===== src/rtl/display_scheduler.sv =====
`default_nettype none
// ============================================================================
//  Module      : display_scheduler
//  Description : Time-multiplexed 4-digit hex display driver shared between
//                four requesters. A clock divider produces a scan tick, a
//                2-bit index walks the digits, and a two-state arbiter hands
//                the display to one requester at a time. Ownership changes
//                only on frame boundaries, except that an owner dropping its
//                request releases the display on the next edge.
//  Ports       : clk            - clock, all state on rising edge
//                rst_n          - synchronous active-low reset
//                req[3:0]       - per-requester display request
//                val0..val3     - 16-bit value each requester wants shown
//                lock           - holds the current owner against pre-emption
//                grant[3:0]     - one-hot owner, zero when idle
//                an[3:0]        - active-low digit anode enables
//                nibble[3:0]    - hex digit for the enabled anode
//                frame          - one-cycle pulse at each frame boundary
//  Revision    : 1.0 - initial release
// ============================================================================
module display_scheduler #(
   parameter int CLK_DIV     = 100000,
   parameter int HOLD_FRAMES = 64
) (
   input  logic        clk,
   input  logic        rst_n,
   input  logic [3:0]  req,
   input  logic [15:0] val0,
   input  logic [15:0] val1,
   input  logic [15:0] val2,
   input  logic [15:0] val3,
   input  logic        lock,
   output logic [3:0]  grant,
   output logic [3:0]  an,
   output logic [3:0]  nibble,
   output logic        frame
);

   localparam int CNT_W   = $clog2(CLK_DIV);
   localparam int DWELL_W = $clog2(HOLD_FRAMES + 1);

   localparam logic [CNT_W-1:0]   c_TICK_LAST = CNT_W'(CLK_DIV - 1);
   localparam logic [DWELL_W-1:0] c_HOLD      = DWELL_W'(HOLD_FRAMES);

   typedef enum logic [0:0] {
      S_IDLE = 1'b0,
      S_OWN  = 1'b1
   } state_t;

   // Round-robin search: first set request strictly after 'last', wrapping
   // around so that 'last' itself is considered only at the very end.
   function automatic logic [1:0] rr_next(input logic [3:0] r, input logic [1:0] last);
      logic [1:0] cand;
      logic [1:0] sel;
      logic       found;
      sel   = last + 2'd1;
      found = 1'b0;
      for (int k = 1; k <= 4; k++) begin
         cand = last + 2'(k);
         if (!found && r[cand]) begin
            sel   = cand;
            found = 1'b1;
         end
      end
      return sel;
   endfunction

   logic [CNT_W-1:0]   cnt_q;
   logic [1:0]         idx_q;
   logic               blank_q;
   state_t             state_q,  state_d;
   logic [1:0]         owner_q,  owner_d;
   logic [1:0]         last_q,   last_d;
   logic [DWELL_W-1:0] dwell_q,  dwell_d;

   logic        w_tick;
   logic        w_frame;
   logic [1:0]  w_pick;
   logic [3:0]  w_owner_oh;
   logic        w_others;
   logic [15:0] w_val;

   assign w_tick     = (cnt_q == c_TICK_LAST);
   assign w_frame    = w_tick && (idx_q == 2'd3);
   assign w_pick     = rr_next(req, last_q);
   assign w_owner_oh = 4'b0001 << owner_q;
   assign w_others   = |(req & ~w_owner_oh);

   // ------------------------------------------------------------------------
   // Scan timing: divider, digit index and the one-cycle anti-ghost blank.
   // Arbitration never touches these.
   // ------------------------------------------------------------------------
   always_ff @(posedge clk) begin
      if (!rst_n) begin
         cnt_q   <= '0;
         idx_q   <= 2'd0;
         blank_q <= 1'b0;
      end else begin
         cnt_q   <= w_tick ? '0 : cnt_q + CNT_W'(1);
         blank_q <= w_tick;
         if (w_tick) begin
            idx_q <= idx_q + 2'd1;
         end
      end
   end

   // ------------------------------------------------------------------------
   // Arbiter state register
   // ------------------------------------------------------------------------
   always_ff @(posedge clk) begin
      if (!rst_n) begin
         state_q <= S_IDLE;
         owner_q <= 2'd0;
         last_q  <= 2'd3;
         dwell_q <= '0;
      end else begin
         state_q <= state_d;
         owner_q <= owner_d;
         last_q  <= last_d;
         dwell_q <= dwell_d;
      end
   end

   // ------------------------------------------------------------------------
   // Arbiter next state
   // ------------------------------------------------------------------------
   always_comb begin
      state_d = state_q;
      owner_d = owner_q;
      last_d  = last_q;
      dwell_d = dwell_q;
      case (state_q)
         S_IDLE: begin
            if (w_frame && (req != 4'b0000)) begin
               state_d = S_OWN;
               owner_d = w_pick;
               last_d  = w_pick;
               dwell_d = '0;
            end
         end
         S_OWN: begin
            if (!req[owner_q]) begin
               // A release landing on a frame boundary with others waiting
               // hands over directly instead of idling for a whole frame.
               if (w_frame && w_others) begin
                  owner_d = w_pick;
                  last_d  = w_pick;
                  dwell_d = '0;
               end else begin
                  state_d = S_IDLE;
               end
            end else if (w_frame) begin
               if ((dwell_q >= c_HOLD) && !lock && w_others) begin
                  owner_d = w_pick;
                  last_d  = w_pick;
                  dwell_d = '0;
               end else if (dwell_q < c_HOLD) begin
                  dwell_d = dwell_q + DWELL_W'(1);
               end
            end
         end
         default: state_d = S_IDLE;
      endcase
   end

   // ------------------------------------------------------------------------
   // Outputs: value is sampled live, so nibble follows val changes at once.
   // ------------------------------------------------------------------------
   always_comb begin
      case (owner_q)
         2'd0:    w_val = val0;
         2'd1:    w_val = val1;
         2'd2:    w_val = val2;
         default: w_val = val3;
      endcase
   end

   always_comb begin
      grant  = 4'b0000;
      an     = 4'b1111;
      nibble = 4'h0;
      frame  = w_frame;
      if (state_q == S_OWN) begin
         grant = w_owner_oh;
         if (!blank_q) begin
            an = ~(4'b0001 << idx_q);
         end
         case (idx_q)
            2'd0:    nibble = w_val[3:0];
            2'd1:    nibble = w_val[7:4];
            2'd2:    nibble = w_val[11:8];
            default: nibble = w_val[15:12];
         endcase
      end
   end

endmodule
`default_nettype wire


===== config.mk =====
export PLATFORM = sky130hd
export DESIGN_NAME = display_scheduler
export DESIGN_NICKNAME = d
export VERILOG_FILES = /design/src/rtl/display_scheduler.sv
export SDC_FILE = /design/constraint.sdc
export NUM_CORES = 1
export LEC_CHECK = 0
export BUFFER_PORTS_ARGS = -buffer_cell sky130_fd_sc_hd__buf_2
export CAP_MARGIN = 0
export CORE_MARGIN = 2
export CORE_UTILIZATION = 50
export DETAILED_ROUTE_END_ITERATION = 10
export PLACE_DENSITY = 0.8
export SETUP_SLACK_MARGIN = 0.3
export SLEW_MARGIN = 15
export SYNTH_ARGS = -nofsm -noshare
export SYNTH_HDL_FRONTEND = slang
export SYNTH_SLANG_ARGS = --single-unit

===== constraint.sdc =====
create_clock -name clk -period 2.75 [get_ports clk]
set_input_delay 0 -clock clk [delete_from_list [all_inputs] [get_ports clk]]
set_output_delay 0 -clock clk [all_outputs]
set_load 0.1 [all_outputs]

* Word level (Yosys, flattened, before mapping)
Index checks and enable logic that the tools add are counted.
Storage, ports and cells: bits in registers 32, output and inout port bits 13, logic and storage cells 96
Operators by class: $add $sub $neg 6, order comparisons 7, equality and inequality tests 11, shift-type cells 2, muxes and demuxes 39, bitwise operators 5, reduce and logical (&&, ||, !) cells 19
Operators with widths (count):
- 16-bit case mux with 3 select lines | 1
- 7-bit two-way mux | 6
- 17-bit by 1-bit adder with 17-bit output, second input constant | 1
- 17-bit equality test, second input constant | 1
- 2-bit two-way mux | 8
- 4-bit two-way mux | 4
- 2-bit by 3-bit < comparator with 1-bit output, second input constant | 5
- 7-bit case mux with 2 select lines | 1
- 4-bit case mux with 3 select lines | 1
- 1-bit two-way mux | 11
- 1-bit binary-select mux with 2-bit select | 5
- 1-bit logical AND | 8
- 4-bit inverter | 2
- 4-bit AND reduction | 2
- 1-bit by 2-bit << shifter with 4-bit output, first input constant | 2
- 7-bit by 1-bit adder with 7-bit output, second input constant | 1
- 7-bit >= comparator, second input constant | 1
- 7-bit < comparator, second input constant | 1
- 2-bit equality test, second input constant | 3
- 2-bit by 1-bit adder with 2-bit output, second input constant | 2
- 2-bit adder, second input constant | 2
- 4-bit bitwise AND | 1
- 2-bit by 1-bit equality test with 1-bit output, second input constant | 2
- 1-bit logical NOT | 4
- other kinds (12) | 14

* Logic depth before layout (Yosys ltp)
depth after elaboration 17, mapped depth 7, mapped depth without buffers 6

* Worst setup path before layout
OpenSTA, ideal clock, no wires.
path kind register to output, start point register owner_q[0], end point output grant[1], data arrival time 3.214 ns, data required time 2.750 ns, slack -0.464 ns, cell stages (with the launch flop) 4, path buffers 2, cells stage by stage dfxtp_1 > clkbuf_1 > clkbuf_1 > nor3b_1
On the way: word-level cells in the longest chain between the ends 2
Ends and longest elaborated chain:
- start, declared | RTL line 72 | logic [1:0] owner_q, owner_d;
- start signal, assigned | RTL line 118 | owner_q <= owner_d;
- 1-bit by 2-bit << shifter with 4-bit output | RTL line 86 | assign w_owner_oh = 4'b0001 << owner_q;
- 4-bit two-way mux | RTL line 183 | if (state_q == S_OWN) begin
- end, declared | RTL line 33 | output logic [3:0] grant,
No other way between the ends.

* Worst setup path in the final report
start point register owner_q[0], end point output nibble[0]
On the way: word-level cells in the longest chain between the ends 4, elaborated cells between the ends (all ways) 6
Ends and longest elaborated chain:
- 2-bit equality test (tied with other cells) | RTL line 170 | case (owner_q)
- 16-bit case mux with 3 select lines (*) | RTL line 170
- 4-bit case mux with 3 select lines (*) | RTL line 188 | case (idx_q)
- 4-bit two-way mux (*) | RTL line 183
- end, declared | RTL line 35 | output logic [3:0] nibble,
Every way passes the cells marked *; elsewhere a longest branch is shown, timed or not.

==> impl_metrics.json <==
{
  "outcome": "finished clean",
  "cts_tree": "done",
  "areaGrowthSynthToFinish_pct": 26.0,
  "antenna_found_initial": 0,
  "fin_tns_setup_ps": 0,
  "fin_crit_ps": 2260,
  "routed_wl_mm": 6.62,
  "synth_area_per_cell_um2": 8.88,
  "ys_ff_latch": 32,
  "max_freq_mhz": 443,
  "num_rows": 24,
  "period_share": 0.821,
  "grt_pass1_vias": 2304,
  "ir_drop_mv": 0.437,
  "fp.dieH_um": 72.6,
  "synth_seq_area_share": 0.272,
  "setup_viol_count_final": 0,
  "numCtsBuffers": 5,
  "end_kind": "output pin",
  "viasPerCell": 6.04,
  "max_slew.worst_pin.slew_ps": 496,
  "drt-initial-drc-count": 155,
  "antenna_cells": 0,
  "stdcell_count": 400,
  "drc": 0,
  "netlist.area_leader.share": 0.272,
  "clk_latency_ps": 290,
  "io_pins": 84,
  "leakage_nw": 1.18,
  "wl_per_cell_um": 16.5,
  "place_inst": 392,
  "coreArea_um2": 4440,
  "gr-total-overflow": 0,
  "hold_buffers": 0,
  "reg2reg_slack_ps": 500,
  "ys_dominant_reg_cell": "dfxtp_1",
  "yosysWarningCount": 0,
  "synth_common_cells": "dfxtp_1, nor2_1, nand2_1, mux4_2, inv_1",
  "grt_pass1_wl_mm": 10.5,
  "layout-drive-gt1-share": 0.374,
  "nFillCells": 386,
  "ant_nets": 0,
  "final_hold_viol_count": 0,
  "syn_area_um2": 2350,
  "dp_hpwl_mm": 5.17,
  "synth_nets": 343,
  "total_power_mw": 1.03,
  "worst_clock_skew_ps": 7.50,
  "rsz0062_at_grt": "false",
  "synth_edf_count": 0,
  "synthDistinctLibCells": 51,
  "power_density_nw_per_um2": 348,
  "fp.dieArea_um2": 5270,
  "dr.pass1.iters": 4,
  "critPathKind": "reg2out",
  "cts-root-buf": "clkbuf_8",
  "cts_sinks": 32,
  "synthArstFlopShare": 0,
  "grt_start_max_net_pins": 24,
  "synthTopCellsByArea": "dfxtp_1, mux4_2, nor2_1",
  "cts_max_path_buffers": 2,
  "drv_cap": 0,
  "crit_fanout": 17,
  "yosysTopAreaCell": "dfxtp_1",
  "slew_viol_final": 0,
  "port_buffers": 83,
  "die_x_um": 72.6,
  "cts.clk_slew.worst_paths_ps": 70,
  "h-tree-depth": 2,
  "synth.most_common_cell": "dfxtp_1",
  "critPathArrivalTime_ps": 2260,
  "finalWeightedCongestion": 0.901,
  "cts_resized": 0,
  "startpoint_type": "flip-flop",
  "maxSlewHeadroom": 0.672,
  "finish.utilization": 0.667,
  "worstPathRequired_ps": 2750,
  "track_usage": 0.257,
  "hold_path_class": "in2reg",
  "start_util": 0.529,
  "synthCells": 265,
  "nets": 425,
  "vias": 2414,
  "post_cts_buffers": 0
}
-- layout make-up --
type | instances | area [um^2] | area share
inverters | 15 | 56.3 | 0.0190
repair buffers | 88 | 453 | 0.153
well taps | 52 | 65.1 | 0.0220
clock buffers | 6 | 72.6 | 0.0245
multi-input cells | 205 | 1640 | 0.553
flip-flops and latches | 32 | 642 | 0.217
clock inverters | 2 | 35.0 | 0.0118
-- sequential cells by signal, indices dropped and copies added, names as in the netlist --
register,count
blank_q,1
owner_q,2
state_q,1
last_q,2
cnt_q,17
idx_q,2
dwell_q,7
-- logic make-up (layout without fill, tap and decap cells) --
kind of cell               after synthesis  after routing  synth area share
AOI/OAI and AO/OA                       52             52             0.155
xor gates and xnor gates                15             15            0.0559
adders and majority gates                7              7            0.0372
buffers and inverters                   28            111            0.0447
DFF                                     32             32             0.272
muxes                                   23             23             0.190
and+or+nand+nor                        108            108             0.244
-- critical path, cell delays in order (launching register included) --
cell	delay [ps]
dfxtp_2	460
buf_4	330
mux4_2	540
a22oi_1	240
a21oi_2	80
buf_2	300
-- per-layer routing --
layer	global-route usage	vias to the layer above	share of wire
li1	-	1158	-
met1	0.303	1123	0.40
met2	0.445	106	0.48
met3	0.0539	27	0.078
met4	0.119	0	0.037
met5	0	-	0
-- metrics by stage --
step / hold WS, ps / instance area (um^2) / setup slack (ps)
final: 82.5 / 2960 / 491
after global routing: 111 / 2960 / 367
after CTS: 79.1 / 2960 / 307
after detailed placement: 390 / 2850 / 514
after global placement: 387 / 2850 / 581
after floorplan: 228 / 2380 / 337
-- final timing paths --
kind | depth (start not counted) | start | endpoint
setup / recovery | 5 | owner_q[0] | nibble[0]
hold / removal | 3 | rst_n | state_q
setup reg to reg | 6 | cnt_q[0] | last_q[0]
hold reg to reg | 1 | cnt_q[0] | cnt_q[0]
-- placed cells by master, fill, tap and decap left out, types with 7 or more instances in the layout --
master,count
ha_1,7
dfxtp_1,31
mux4_2,17
nor3_1,9
inv_1,15
buf_2,83
xor2_1,8
nand3_1,8
xnor2_1,7
nor2_1,30
nand4_1,8
nand2_1,23
a21oi_1,9
o21ai_0,9
-- report_power, final --
| group | switching (mW) | total, mW | internal [mW] |
|---|---|---|---|
| combinational | 0.0495 | 0.114 | 0.0642 |
| clock | 0.179 | 0.448 | 0.269 |
| sequential | 0.00303 | 0.470 | 0.467 |
Power figures use the tool's default switching activity.
